File: config.mk
export PLATFORM = sky130hd
export DESIGN_NAME = exe_mem_pipe_reg
export DESIGN_NICKNAME = d
export VERILOG_FILES = /design/src/rtl/exe_mem_pipe_reg.sv
export SDC_FILE = /design/constraint.sdc
export NUM_CORES = 1
export LEC_CHECK = 0
export CORE_MARGIN = 2
export CORE_UTILIZATION = 50
export CTS_BUF_LIST = sky130_fd_sc_hd__clkbuf_8 sky130_fd_sc_hd__clkbuf_16
export DETAILED_ROUTE_END_ITERATION = 6
export PLACE_DENSITY = 0.89
export REMOVE_ABC_BUFFERS = 1
export SYNTH_ARGS = -nofsm -noshare
export SYNTH_HDL_FRONTEND = slang
export SYNTH_SLANG_ARGS = --single-unit
File: constraint.sdc
create_clock -name clk -period 2.4 [get_ports clk]
set_clock_uncertainty 0.1 [all_clocks]
set_input_delay 0.48 -clock clk [delete_from_list [all_inputs] [get_ports clk]]
set_output_delay 0.48 -clock clk [all_outputs]
set_load 0.1 [all_outputs]
File: src/rtl/exe_mem_pipe_reg.sv
// EXE->MEM pipeline register with valid/ready handshake, 2-entry skid buffer,
// synchronous flush, bubble-masked control outputs and a saturating stall counter.
module exe_mem_pipe_reg #(
  parameter int DATA_W = 32,
  parameter int BYTE_W = 8,
  parameter int REG_AW = 4,
  parameter int CTRL_W = 5,
  parameter int CNT_W  = 16
) (
  input  logic              clk,
  input  logic              rst_n,
  input  logic              flush,
  input  logic              in_valid,
  output logic              in_ready,
  input  logic [CTRL_W-1:0] ctrl_in,
  input  logic              prohib_in,
  input  logic [DATA_W-1:0] result_in,
  input  logic [BYTE_W-1:0] dob_byte_in,
  input  logic [REG_AW-1:0] rg_in,
  output logic              out_valid,
  input  logic              out_ready,
  output logic [CTRL_W-1:0] ctrl_out,
  output logic              prohib_out,
  output logic [DATA_W-1:0] result,
  output logic [BYTE_W-1:0] dob_byte,
  output logic [REG_AW-1:0] rg_mem,
  output logic [CNT_W-1:0]  stall_cnt
);

  // state | meaning
  // EMPTY | no entry held, ready for input
  // ONE   | MAIN holds a beat driving the outputs, SKID empty
  // FULL  | MAIN and SKID both hold beats, input stalled
  // Encoding is {main_v, skid_v}, so the valid bits fall straight out of the state flops.
  typedef enum logic [1:0] {
    EMPTY = 2'b00,
    ONE   = 2'b10,
    FULL  = 2'b11
  } state_t;

  state_t state, state_nxt;

  logic main_v, skid_v;
  logic accept, drain;
  logic load_main_in, load_main_skid, load_skid;

  logic [CTRL_W-1:0] main_ctrl,   skid_ctrl;
  logic              main_prohib, skid_prohib;
  logic [DATA_W-1:0] main_result, skid_result;
  logic [BYTE_W-1:0] main_byte,   skid_byte;
  logic [REG_AW-1:0] main_rg,     skid_rg;
  logic [CNT_W-1:0]  stall_cnt_q;

  assign main_v   = state[1];
  assign skid_v   = state[0];
  assign in_ready = !skid_v;
  assign accept   = in_valid & in_ready;
  assign drain    = main_v & out_ready;

  always_ff @(posedge clk or negedge rst_n) begin
    if (!rst_n) begin
      state <= EMPTY;
    end else begin
      state <= state_nxt;
    end
  end

  always_comb begin
    state_nxt      = state;
    load_main_in   = 1'b0;
    load_main_skid = 1'b0;
    load_skid      = 1'b0;
    case (state)
      EMPTY: begin
        if (accept) begin
          load_main_in = 1'b1;
          state_nxt    = ONE;
        end
      end
      ONE: begin
        if (accept && drain) begin
          load_main_in = 1'b1;
        end else if (accept) begin
          load_skid = 1'b1;
          state_nxt = FULL;
        end else if (drain) begin
          state_nxt = EMPTY;
        end
      end
      FULL: begin
        if (drain) begin
          load_main_skid = 1'b1;
          state_nxt      = ONE;
        end
      end
      default: state_nxt = EMPTY;
    endcase
    // Flush drops everything, including a beat accepted in the same cycle.
    if (flush) begin
      state_nxt      = EMPTY;
      load_main_in   = 1'b0;
      load_main_skid = 1'b0;
      load_skid      = 1'b0;
    end
  end

  always_ff @(posedge clk or negedge rst_n) begin
    if (!rst_n) begin
      main_ctrl   <= '0;
      main_prohib <= 1'b0;
      main_result <= '0;
      main_byte   <= '0;
      main_rg     <= '0;
      skid_ctrl   <= '0;
      skid_prohib <= 1'b0;
      skid_result <= '0;
      skid_byte   <= '0;
      skid_rg     <= '0;
    end else begin
      if (load_main_in) begin
        main_ctrl   <= ctrl_in;
        main_prohib <= prohib_in;
        main_result <= result_in;
        main_byte   <= dob_byte_in;
        main_rg     <= rg_in;
      end else if (load_main_skid) begin
        main_ctrl   <= skid_ctrl;
        main_prohib <= skid_prohib;
        main_result <= skid_result;
        main_byte   <= skid_byte;
        main_rg     <= skid_rg;
      end
      if (load_skid) begin
        skid_ctrl   <= ctrl_in;
        skid_prohib <= prohib_in;
        skid_result <= result_in;
        skid_byte   <= dob_byte_in;
        skid_rg     <= rg_in;
      end
    end
  end

  always_ff @(posedge clk or negedge rst_n) begin
    if (!rst_n) begin
      stall_cnt_q <= '0;
    end else if (main_v && !out_ready && !flush && !(&stall_cnt_q)) begin
      stall_cnt_q <= stall_cnt_q + CNT_W'(1);
    end
  end

  // Control bits are masked on bubbles so a stale payload can never fire a write enable.
  assign out_valid  = main_v;
  assign ctrl_out   = main_v ? main_ctrl : '0;
  assign prohib_out = main_v & main_prohib;
  assign result     = main_result;
  assign dob_byte   = main_byte;
  assign rg_mem     = main_rg;
  assign stall_cnt  = stall_cnt_q;

endmodule

### After elaboration in Yosys (flattened, before gate mapping)

Index checks and enable logic that the tools add are counted.

* output and inout bits: 68
* bits of input ports: 55
* logic and storage cells: 62
* flip-flop bits (word level): 118

* eq/ne operators: 6
* reductions and logical operators: 12
* bitwise logic cells: 3
* muxes and demuxes: 28
* add/subtract/negate cells: 1

Operator list (count)
* 32-bit two-way mux: 2
* 16-bit by 1-bit adder with 16-bit output, second input constant: 1
* 8-bit two-way mux: 2
* 16-bit AND reduction: 1
* 5-bit two-way mux: 3
* 2-bit two-way mux: 6
* 1-bit two-way mux: 11
* 3-bit != test, second input constant: 3
* 4-bit two-way mux: 2
* 2-bit one-hot mux with 3 select lines: 1
* 2-bit equality test, second input constant: 2
* 1-bit logical AND: 4
* 1-bit logical NOT: 4
* 4-bit != test, second input constant: 1
* 4-bit AND reduction: 1
* 1-bit AND: 3
* 2-bit logical NOT: 1
* 1-bit one-hot mux with 2 select lines: 1
* 2-bit nonzero test: 1

### Longest topological paths before layout

* word-level depth: 7
* depth in mapped cells: 8

### Least setup slack after synthesis

OpenSTA, ideal clock, no wires.

* kind: reg-to-output
* start: register state[1]
* end: output ctrl_out[0]
* required time: 1.820 ns
* arrival time: 2.030 ns
* setup slack: -0.210 ns
* stages on the path, launching flop included: 3
* path buffers: 1
* cell sequence: dfrtp_1 > clkbuf_1 > and2_1

* longest elaborated chain between the ends: 1

RTL lines
* start, declared: RTL line 41 `state_t state, state_nxt;`
* start signal, assigned: RTL line 64 `state <= state_nxt;`
* 5-bit two-way mux: RTL line 153 `assign ctrl_out = main_v ? main_ctrl : '0;`
* end, declared: RTL line 22 `output logic [CTRL_W-1:0] ctrl_out,`

No other way between the ends.

### Worst setup path in the final report

* start: register state[1]
* end: output prohib_out

* longest elaborated chain between the ends: 1

RTL lines
* 1-bit AND: RTL line 154 `assign prohib_out = main_v & main_prohib;`
* end, declared: RTL line 23 `output logic prohib_out,`

No other way between the ends.

==> metrics.md <==
| Metric | Value |
|---|---|
| Data arrival, critical path | `1.59 ns` |
| Max Transition Viols Final | `0` |
| Number of I/O pins | `123` |
| Synth cell count leaders | `dfrtp_1, nand2_1, mux2i_1, o21ai_0, mux2_2` |
| Number of flops mapped to enable cells by yosys | `0` |
| TritonCTS clock tree | `yes` |
| Vias in the first global route | `3,926` |
| TritonCTS Buffers | `17` |
| Final ANT Viol Nets | `0` |
| Post-synth top area share | `0.5745` |
| Final setup vio count | `0` |
| Antenna cell count | `0` |
| Root buffer selected by CTS | `clkbuf_8` |
| Total track usage | `0.2193` |
| Cts repair resizes | `0` |
| Tightest Pin Transition | `0.5998 ns` |
| Flops & latches, synth | `118` |
| Buffers on Ports | `122` |
| Fin crit share | `0.9032` |
| Starting DRT DRC Count | `205` |
| DIE WIDTH | `105.4 um` |
| WL per Instance | `16.52 um` |
| MaxCap Viol Count | `0` |
| Leading area contributor after synthesis | `dfrtp_1` |
| Clock-pin slew on the worst setup and hold paths | `0.06 ns` |
| Slack of the critical path | `0.2324 ns` |
| Synth Warn # | `0` |
| Initial Util | `0.5070` |
| Critical Path RT | `1.82 ns` |
| CP max FO | `15` |
| Kind of critical path | `reg -> out` |
| Rel. slew slack | `0.6001` |
| Worst slack at placement | `0.04621 ns` |
| Post-Synthesis Cell Area | `5140 um2` |
| Final core utilization | `0.7026` |
| Synth cell types | `32` |
| Htree depth | `4` |
| First-pass GRT wire length | `19,220 um` |
| RSZ-0062 raised after global routing | `false` |
| Initial antenna violation count | `0` |
| Core area | `10,140 um2` |
| Worst hold-check path type | `reg -> reg` |
| Max Clock Freq | `461.3 MHz` |
| Die Span Y | `105.4 um` |
| DRC violation count after routing | `0` |
| Syn Inst Count | `418` |
| Post-Route WL | `11,510 um` |
| DR pass1 iterations | `4` |
| Worst skew pair latency | `0.50 ns` |
| Fin crit period | `2.168 ns` |
| Hold_ws | `0.3919 ns` |
| Area growth syn-to-layout | `38.58%` |
| Num Clock Sinks | `118` |
| Register area share after synthesis | `0.5745` |
| Die area | `11,110 um2` |
| Largest net degree at the start of global routing | `101` |
| Layout net count | `609` |
| Endpoints failing hold | `0` |
| Critical Path Start Type | `flip-flop` |
| Asr flop ratio synth | `1.000` |
| Core Rows | `37` |
| Grt ovf | `0` |
| Layout cell share with drive strength beyond 1 | `0.2959` |
| DR vias/cell | `5.307` |
| Syn Area/Cell | `12.30 um2` |
| Placer Congestion | `0.8194` |
| HPWL after DPL | `7662 um` |
| Top cells by area, synth | `dfrtp_1, mux2_2, mux2i_1` |
| Status | `finished, final reports clean` |
| Count leader, synth | `dfrtp_1` |
| Element type at the critical path end | `output pin` |
| Bufs on Longest Clock Path | `2` |
| Synth Flop Type | `dfrtp_1` |
| Total number of vias | `3,699` |
## timing repair
action | in CTS | in global routing
hold buffers | 1 | 0
setup buffers | 0 | 0
endpoints found under the hold margin | 42 | 0
## final cells by class
type	count	area, um2
Multi-Input combinational cell	273	2072
Fill cell	689	3015
Tap cell	136	170.2
Clock buffer	22	483.0
Sequential cell	118	2953
Timing Repair Buffer	137	1314
Clock inverter	9	123.9
Inverter	2	7.507
## routing by layer
layer	vias up	wire length, um	track usage
met2	99	5994	0.3724
met4	0	138	0.07333
li1	1733	-	-
met5	-	0	0
met3	15	635	0.06741
met1	1852	4746	0.2658
## state kept, by name, indices dropped and copies added, names as in the netlist
name         flops
dob_byte         8
skid_result     32
rg_mem           4
main_prohib      1
main_ctrl        5
state            2
result          32
skid_byte        8
skid_rg          4
skid_ctrl        5
skid_prohib      1
stall_cnt       16
## layout by cell type, fill, tap and decap left out
master / n
mux2_1: 4
nand2_2: 1
a211o_1: 1
xor2_1: 2
a22oi_1: 1
clkdlybuf4s50_1: 53
nand3_1: 4
clkinvlp_4: 2
nand2b_1: 4
or3b_4: 1
nand4b_1: 1
ha_1: 5
bufinv_16: 3
and4_1: 3
nand4_1: 8
a31oi_1: 2
inv_1: 3
nor3_4: 1
and3_1: 3
nand2_1: 55
nor3b_1: 1
clkbuf_8: 6
mux2i_1: 52
buf_12: 12
clkinv_2: 3
nor2_1: 4
buf_4: 71
a41oi_1: 1
o22ai_1: 1
a41oi_4: 1
a211oi_1: 1
o21ai_0: 50
clkbuf_16: 16
xnor2_1: 11
mux2_2: 49
dfrtp_1: 118
and2_1: 6
dlygate4sd3_1: 1
## kinds of logic (layout without fill, tap and decap cells)
kind of cell | count (synthesis) | count (layout) | synth area share
flip-flops | 118 | 118 | 0.5745
multiplexers | 105 | 105 | 0.2174
AND/OR/NAND/NOR | 92 | 92 | 0.08569
AO/OA/AOI/OAI | 58 | 58 | 0.06402
buffers and inverters | 27 | 170 | 0.02410
XOR/XNOR | 13 | 13 | 0.02215
adder cells (fa/ha/maj) | 5 | 5 | 0.01217
## path summary, 6_finish.rpt
check	start	endpoint	slack (ns)	cells past startpoint
max in group asynchronous	rst_n	stall_cnt[14]$_DFFE_PN0P_	1.04	3
min in group asynchronous	rst_n	skid_result[5]$_DFFE_PN0P_	0.43	2
setup / recovery	state[1]$_DFFE_PN0P_	prohib_out	0.23	2
hold reg to reg	skid_result[31]$_DFFE_PN0P_	skid_result[31]$_DFFE_PN0P_	0.39	1
hold / removal	skid_result[31]$_DFFE_PN0P_	skid_result[31]$_DFFE_PN0P_	0.39	1
setup reg to reg	state[1]$_DFFE_PN0P_	skid_byte[7]$_DFFE_PN0P_	0.25	6
## worst max-delay path, stage by stage (launching register included)
cell	delay (ns)
dfrtp_1	0.61
and2_1	0.27
buf_12	0.19
## per-stage QoR
| step | area (um2) | TNS, ns | std cells |
|---|---|---|---|
| 3_5_place_dp | 6506 | 0 | 665 |
| 2_1_floorplan | 5024 | -151.11 | 393 |
| 5_1_grt | 7123 | 0 | 697 |
| 6_report | 7123 | 0 | 697 |
| 3_3_place_gp | 6506 | 0 | 665 |
| 4_1_cts | 7123 | 0 | 697 |
Power is left out: the tool's default activity adds up to more than one toggle a clock period on the data nets, which glitch-free logic cannot reach.
